$ cat src/rtl/pipeline_hazard_ctrl.sv
// Pipeline hazard controller: stage enables, bubbles and redirects for a
// 5-stage in-order core, plus saturating stall/flush event counters.
module pipeline_hazard_ctrl #(
    parameter int CNT_W = 16
) (
    input  logic             clk,
    input  logic             rst,
    input  logic [4:0]       id_rs1,
    input  logic [4:0]       id_rs2,
    input  logic             id_use_rs1,
    input  logic             id_use_rs2,
    input  logic             ex_wb_load,
    input  logic [4:0]       ex_wb_rd,
    input  logic             ex_mispredict,
    input  logic             ex_invalid_inst,
    input  logic             mem_busy,
    output logic             pc_en,
    output logic             if_id_en,
    output logic             id_ex_en,
    output logic             ex_mem_en,
    output logic             mem_wb_en,
    output logic             if_id_flush,
    output logic             id_ex_flush,
    output logic             pc_redirect,
    output logic             halted,
    output logic [CNT_W-1:0] stall_cnt,
    output logic [CNT_W-1:0] flush_cnt
);

    typedef enum logic [1:0] {RUN, REFILL, HALT} state_t;

    state_t           state_q, state_d;
    logic [CNT_W-1:0] stall_q, flush_q;
    logic             lu;
    logic             stall_ev, flush_ev;

    assign lu = ex_wb_load && (ex_wb_rd != 5'd0) &&
                ((id_use_rs1 && (id_rs1 == ex_wb_rd)) ||
                 (id_use_rs2 && (id_rs2 == ex_wb_rd)));

    always_comb begin
        state_d     = state_q;
        pc_en       = 1'b1;
        if_id_en    = 1'b1;
        id_ex_en    = 1'b1;
        ex_mem_en   = 1'b1;
        mem_wb_en   = 1'b1;
        if_id_flush = 1'b0;
        id_ex_flush = 1'b0;
        pc_redirect = 1'b0;
        halted      = 1'b0;
        stall_ev    = 1'b0;
        flush_ev    = 1'b0;
        if (state_q == HALT) begin
            {pc_en, if_id_en, id_ex_en, ex_mem_en, mem_wb_en} = 5'b0;
            halted = 1'b1;
        end else if (mem_busy) begin
            // Freeze everything, including a pending REFILL, until memory frees up
            {pc_en, if_id_en, id_ex_en, ex_mem_en, mem_wb_en} = 5'b0;
            stall_ev = 1'b1;
        end else if (ex_invalid_inst) begin
            // Drain the older instructions, squash the younger ones, stop fetch
            pc_en       = 1'b0;
            if_id_flush = 1'b1;
            id_ex_flush = 1'b1;
            state_d     = HALT;
        end else if (ex_mispredict) begin
            pc_redirect = 1'b1;
            if_id_flush = 1'b1;
            id_ex_flush = 1'b1;
            flush_ev    = 1'b1;
            state_d     = REFILL;
        end else if (state_q == REFILL) begin
            // Synchronous fetch still returns the wrong-path word this cycle
            if_id_flush = 1'b1;
            state_d     = RUN;
        end else if (lu) begin
            pc_en       = 1'b0;
            if_id_en    = 1'b0;
            id_ex_flush = 1'b1;
            stall_ev    = 1'b1;
        end
    end

    always_ff @(posedge clk or posedge rst) begin
        if (rst) begin
            state_q <= RUN;
            stall_q <= '0;
            flush_q <= '0;
        end else begin
            state_q <= state_d;
            if (stall_ev && (stall_q != '1)) stall_q <= stall_q + 1'b1;
            if (flush_ev && (flush_q != '1)) flush_q <= flush_q + 1'b1;
        end
    end

    assign stall_cnt = stall_q;
    assign flush_cnt = flush_q;

endmodule

$ cat config.mk
export PLATFORM = sky130hd
export DESIGN_NAME = pipeline_hazard_ctrl
export DESIGN_NICKNAME = d
export VERILOG_FILES = /design/src/rtl/pipeline_hazard_ctrl.sv
export SDC_FILE = /design/constraint.sdc
export NUM_CORES = 1
export LEC_CHECK = 0
export BUFFER_PORTS_ARGS = -buffer_cell sky130_fd_sc_hd__buf_2
export CAP_MARGIN = 0
export CORE_ASPECT_RATIO = 0.5
export CORE_MARGIN = 1
export CORE_UTILIZATION = 49
export CTS_CLUSTER_DIAMETER = 60
export DETAILED_ROUTE_END_ITERATION = 8
export PLACE_DENSITY = 0.81
export SETUP_SLACK_MARGIN = 0.05
export SYNTH_ARGS = -nofsm -noshare
export SYNTH_HDL_FRONTEND = slang
export SYNTH_SLANG_ARGS = --single-unit
$ cat constraint.sdc
create_clock -name clk -period 2.35 [get_ports clk]
set_input_delay 0 -clock clk [delete_from_list [all_inputs] [get_ports clk]]
set_output_delay 0 -clock clk [all_outputs]
set_load 0.01 [all_outputs]
# Yosys cells after proc, flatten, opt, wreduce, memory -nomap -nowiden
# Index checks and enable logic that the tools add are counted.
[word_totals]
wordCells = 57
out_inout_bits = 41
reg_bits = 34
in_bits = 23
[classes]
add_sub_neg = 2
mux = 34
reduce_logical = 10
bitwise = 2
n_eq_ne = 6
[op_table]
columns = ["cell", "count"]
rows = [
  ["$add A16 B1 Y16 const B", 2],
  ["$ne A16 B16 Y1 const B", 2],
  ["$mux W1", 31],
  ["$eq A5 B5 Y1", 2],
  ["$logic_and A1 B1 Y1", 6],
  ["$mux W2", 3],
  ["$reduce_bool A5 Y1", 1],
  ["$reduce_and A3 Y1", 1],
  ["$reduce_bool A3 Y1", 1],
  ["$eq A2 B1 Y1 const B", 1],
  ["$eq A2 B2 Y1 const B", 1],
  ["$not A1 Y1", 2],
  ["$logic_or A1 B1 Y1", 1],
]

# Longest topological paths before layout
[depth]
depth_word = 11
mapped_depth = 8
depth_no_buf = 7

# Least setup slack after synthesis
# OpenSTA, ideal clock, no wires.
[synth_path]
kind = "register -> register"
from = "reg stall_q[0], in the netlist stall_cnt[0]"
to = "reg stall_q[6], in the netlist stall_cnt[6]"
synth_period_minus_slack_ns = 1.910
path_slack_ns = 0.440
setup_time_ns = 0.132
path_stages_with_launch = 9
n_path_buf = 1
arrival_time_ns = 1.778
required_ns = 2.218
path_cell_list = "dfrtp_1 > ha_1 > nand3_1 > nor3_1 > a211oi_1 > a21oi_2 > buf_4 > nor3_1 > xor2_1"
[synth_via]
elab_chain_len = 2
word_cells_on_any_way = 3
classes_between = "1 x add/sub; 1 x eq/ne; 1 x reduce/logical"
[synth_rtl]
columns = ["item", "line_no", "text"]
rows = [
  ["start, declared", "33", "logic [CNT_W-1:0] stall_q, flush_q;"],
  ["start signal, assigned", "92", "if (stall_ev && (stall_q != '1)) stall_q <= stall_q + 1'b1;"],
  ["branches (longest 2 deep; another with $add A16 B1 Y16)", "n/a", ""],
]
# Several ways; the timed one is not identified.
# A chain may end at the register's enable or synchronous reset.

# Final worst setup path
[layout_path]
from = "reg stall_q[0], in the netlist stall_cnt[0]"
to = "reg stall_q[5], in the netlist stall_cnt[5]"
# The elaborated chain is that of the path after synthesis.

==> qor.yml <==
tightestPinTransition_ps: 627
num_antenna_cells: 0
critPathKind: "flop to flop"
hold_viol: 0
synth_cells: 179
min_path_cells: 2
finalSetupViolCount: 0
final.setup.tns_ps: 0
critical_path_depth: 8
slowest_delay_ps: 420
rows: 15
drc_errors: 0
drive_gt1_share_pct: 34.5
ys_seq_elements: 34
synth.avg_cell_area_um2: 10.2
first_pass_iters: 4
htree_levels: 2
ir_worst_vdd_mv: 0.342
rsz0062_at_grt: "false"
antenna_left: 0
cp_num_buf_inv: 1
dieArea_um2: 4000
switching_share_pct: 34.9
post-route-cell-area_um2: 2350
track_usage_pct: 22.1
grt_pass1_wl_mm: 6.53
post_cts_buffers: 0
syn-num-nets: 204
num-fill-cells: 268
grt_pass1_vias: 1485
nets: 276
worstSetupEndpointType: "flop"
maxCapViolCount: 0
slew_viol_final: 0
cellLeakagePower_nw: 1.21
timing.final.crit_period_ps: 2100
crit_path_max_fanout: 6
cts_root_buffer: "clkbuf_8"
routed_via_density: 5.27
io_pins: 64
critical-path-slowest-cell: "dfrtp_1"
overflow: 0
p_int_mw: 1.29
power.density_nw_per_um2: 843
placed_cell_area_um2: 2220
status: "completed"
p_comb_share_pct: 31.1
routed_wl_mm: 4.05
reg2regPathDepth: 8
fp.dieW_um: 88.5
p_clk_share_pct: 27.2
min_path_type: "input port to flop"
path_delay_family: "simple AND/OR/NAND/NOR gates"
required_ps: 2550
initial_utilization_pct: 52.2
clock_skew_ps: 5.49
wl_per_cell_um: 13.3
num_vias: 1597
seq_power_share_pct: 41.7
die_y_um: 45.2
ys_seq_area_share_pct: 46.4
start_kind: "flop"
syn_area_um2: 1830
grt_max_degree: 19
cts.reportedPaths.clkPinSlew_ps: 70
cts_sinks: 34
p_switching_mw: 0.690
finalPower_mw: 1.98
cts_buffer_depth: 2
ys_types: 41
place_congestion: 0.773
relSlewSlack_pct: 58.1
clock.fmax_mhz: 475
yosys_warnings: 0
path_cells: "ha_1 -> nand3_1 -> nor3_2 -> a211oi_1 -> a21oi_2 -> buf_4 -> nor3_1 -> xor2_1"
cts_tree: "yes"
drt_iter0_markers: 61
clk_latency_ps: 290
area_growth_pct: 28.1
min_period_over_period_pct: 89.5
numCtsBuffers: 5
dp_hpwl_mm: 3.02
io_buffers: 63
cp.arrival_ps: 2310
core_um2: 3510
antenna_found_initial: 0
[cell type report]
cell class	count	area [um^2]	share of cell area (%)
Clock buffer	5	68.8	2.93
Clock inverter	3	45.0	1.92
Inverter	6	22.5	0.959
Multi-Input combinational cell	136	941	40.1
Sequential cell	34	851	36.2
Tap cell	51	63.8	2.72
Timing Repair Buffer	68	355	15.1
[placed cells by master, fill, tap and decap left out, drive strengths merged, types with 5 or more instances in the layout]
cell / synthesis / layout
xor2: 16 / 16
dfrtp: 34 / 34
nand3: 14 / 14
xnor2: 20 / 20
buf: 3 / 67
clkbuf: 0 / 5
inv: 6 / 6
nor3: 5 / 5
nand2: 14 / 14
nand4: 7 / 7
nor2: 19 / 19
[metal layers]
metal / vias up / routed length (um) / global-route usage (%)
li1: 776 / - / -
met1: 774 / 1820 / 26.4
met2: 33 / 2050 / 39.8
met3: 14 / 113 / 4.94
met4: 0 / 68 / 9.03
met5: - / 0 / 0
[synth_stat cells (all sizes together)]
library cell   n  area [um^2]
dfrtp         34          851
nor4           1         6.26
nor4b          2         32.5
buf            3         22.5
a21boi         4         33.8
o21bai         1         7.51
nand4          7         43.8
and2           2         12.5
a41oi          1         8.76
a21o           1         7.51
o31a           1         8.76
or3b           1         8.76
and4           4         35.0
o21ai          1         5.00
ha             2         25.0
maj3           1         10.0
xor2          16          140
nor2          19         73.8
nand2         14         52.6
and3           4         25.0
or2            1         6.26
a211oi         1         7.51
or4            1         7.51
inv            6         22.5
o22ai          1         6.26
a22o           1         8.76
a21oi          3         18.8
mux2           3         37.5
nand3         14         70.1
nand2b         2         15.0
a31oi          1         6.26
o221ai         1         15.0
nor3           5         25.0
xnor2         20          175
[stage by stage]
| stage | worst slack (ps) | hold slack (ps) | utilization (%) | cells |
|---|---|---|---|---|
| detailed placement | 200 | 109 | 63.2 | 294 |
| global placement | 352 | 92.4 | 63.2 | 294 |
| CTS | 150 | 36.6 | 66.7 | 303 |
| global route | 77.9 | 45.1 | 66.9 | 303 |
| finish | 247 | 44.1 | 66.9 | 303 |
| floorplan | 440 | 39.9 | - | 179 |
[repair_timing]
| item | 4_1_cts | 5_1_grt |
|---|---|---|
| hold endpoints to repair | 16 | 0 |
| resized for setup | 0 | 1 |
| hold buffers | 1 | 0 |
| endpoints found under the setup margin | 0 | 7 |
[worst reg2reg max path, stage by stage, from the launching register on]
cell and delay, ps:
dfrtp_1 420, ha_1 230, nand3_1 190, nor3_2 110, a211oi_1 320, a21oi_2 160, buf_4 180, nor3_1 220
xor2_1 190
[registers in the layout, summed over array words and instances, names as in the netlist]
| signal | count |
|---|---|
| flush_cnt | 16 |
| state_q | 2 |
| stall_cnt | 16 |
[power by group through the flow]
stage                     Sequential (mW)  Combinational, mW  Clock [mW]
after global placement              0.821              0.585           0
final                               0.826              0.615       0.538
after CTS                           0.824              0.620       0.547
after global routing                0.845              0.683       0.575
after floorplan                     0.854              0.350           0
after detailed placement            0.834              0.611           0
[final timing paths]
| path | startpoint | to | slack (ps) |
|---|---|---|---|
| setup / recovery | stall_cnt[0]$_DFFE_PP0P_ | stall_cnt[5]$_DFFE_PP0P_ | 250 |
| hold / removal | ex_invalid_inst | state_q[1]$_DFFE_PP0P_ | 40 |
| setup reg to reg | stall_cnt[0]$_DFFE_PP0P_ | stall_cnt[5]$_DFFE_PP0P_ | 250 |
| hold reg to reg | stall_cnt[9]$_DFFE_PP0P_ | stall_cnt[9]$_DFFE_PP0P_ | 490 |
| max in group asynchronous | rst | stall_cnt[13]$_DFFE_PP0P_ | 1350 |
| min in group asynchronous | rst | flush_cnt[8]$_DFFE_PP0P_ | 320 |
[cell families after synthesis]
group | Yosys count | share of synthesized area (%)
buffers and inverters | 9 | 2.46
AND/OR/NAND/NOR | 77 | 22.6
AO/OA/AOI/OAI | 17 | 7.31
multiplexers | 3 | 2.05
flip-flops | 34 | 46.4
XOR/XNOR | 36 | 17.2
adder cells (fa/ha/maj) | 3 | 1.91
Note: power is estimated with default switching activity, not from simulation.
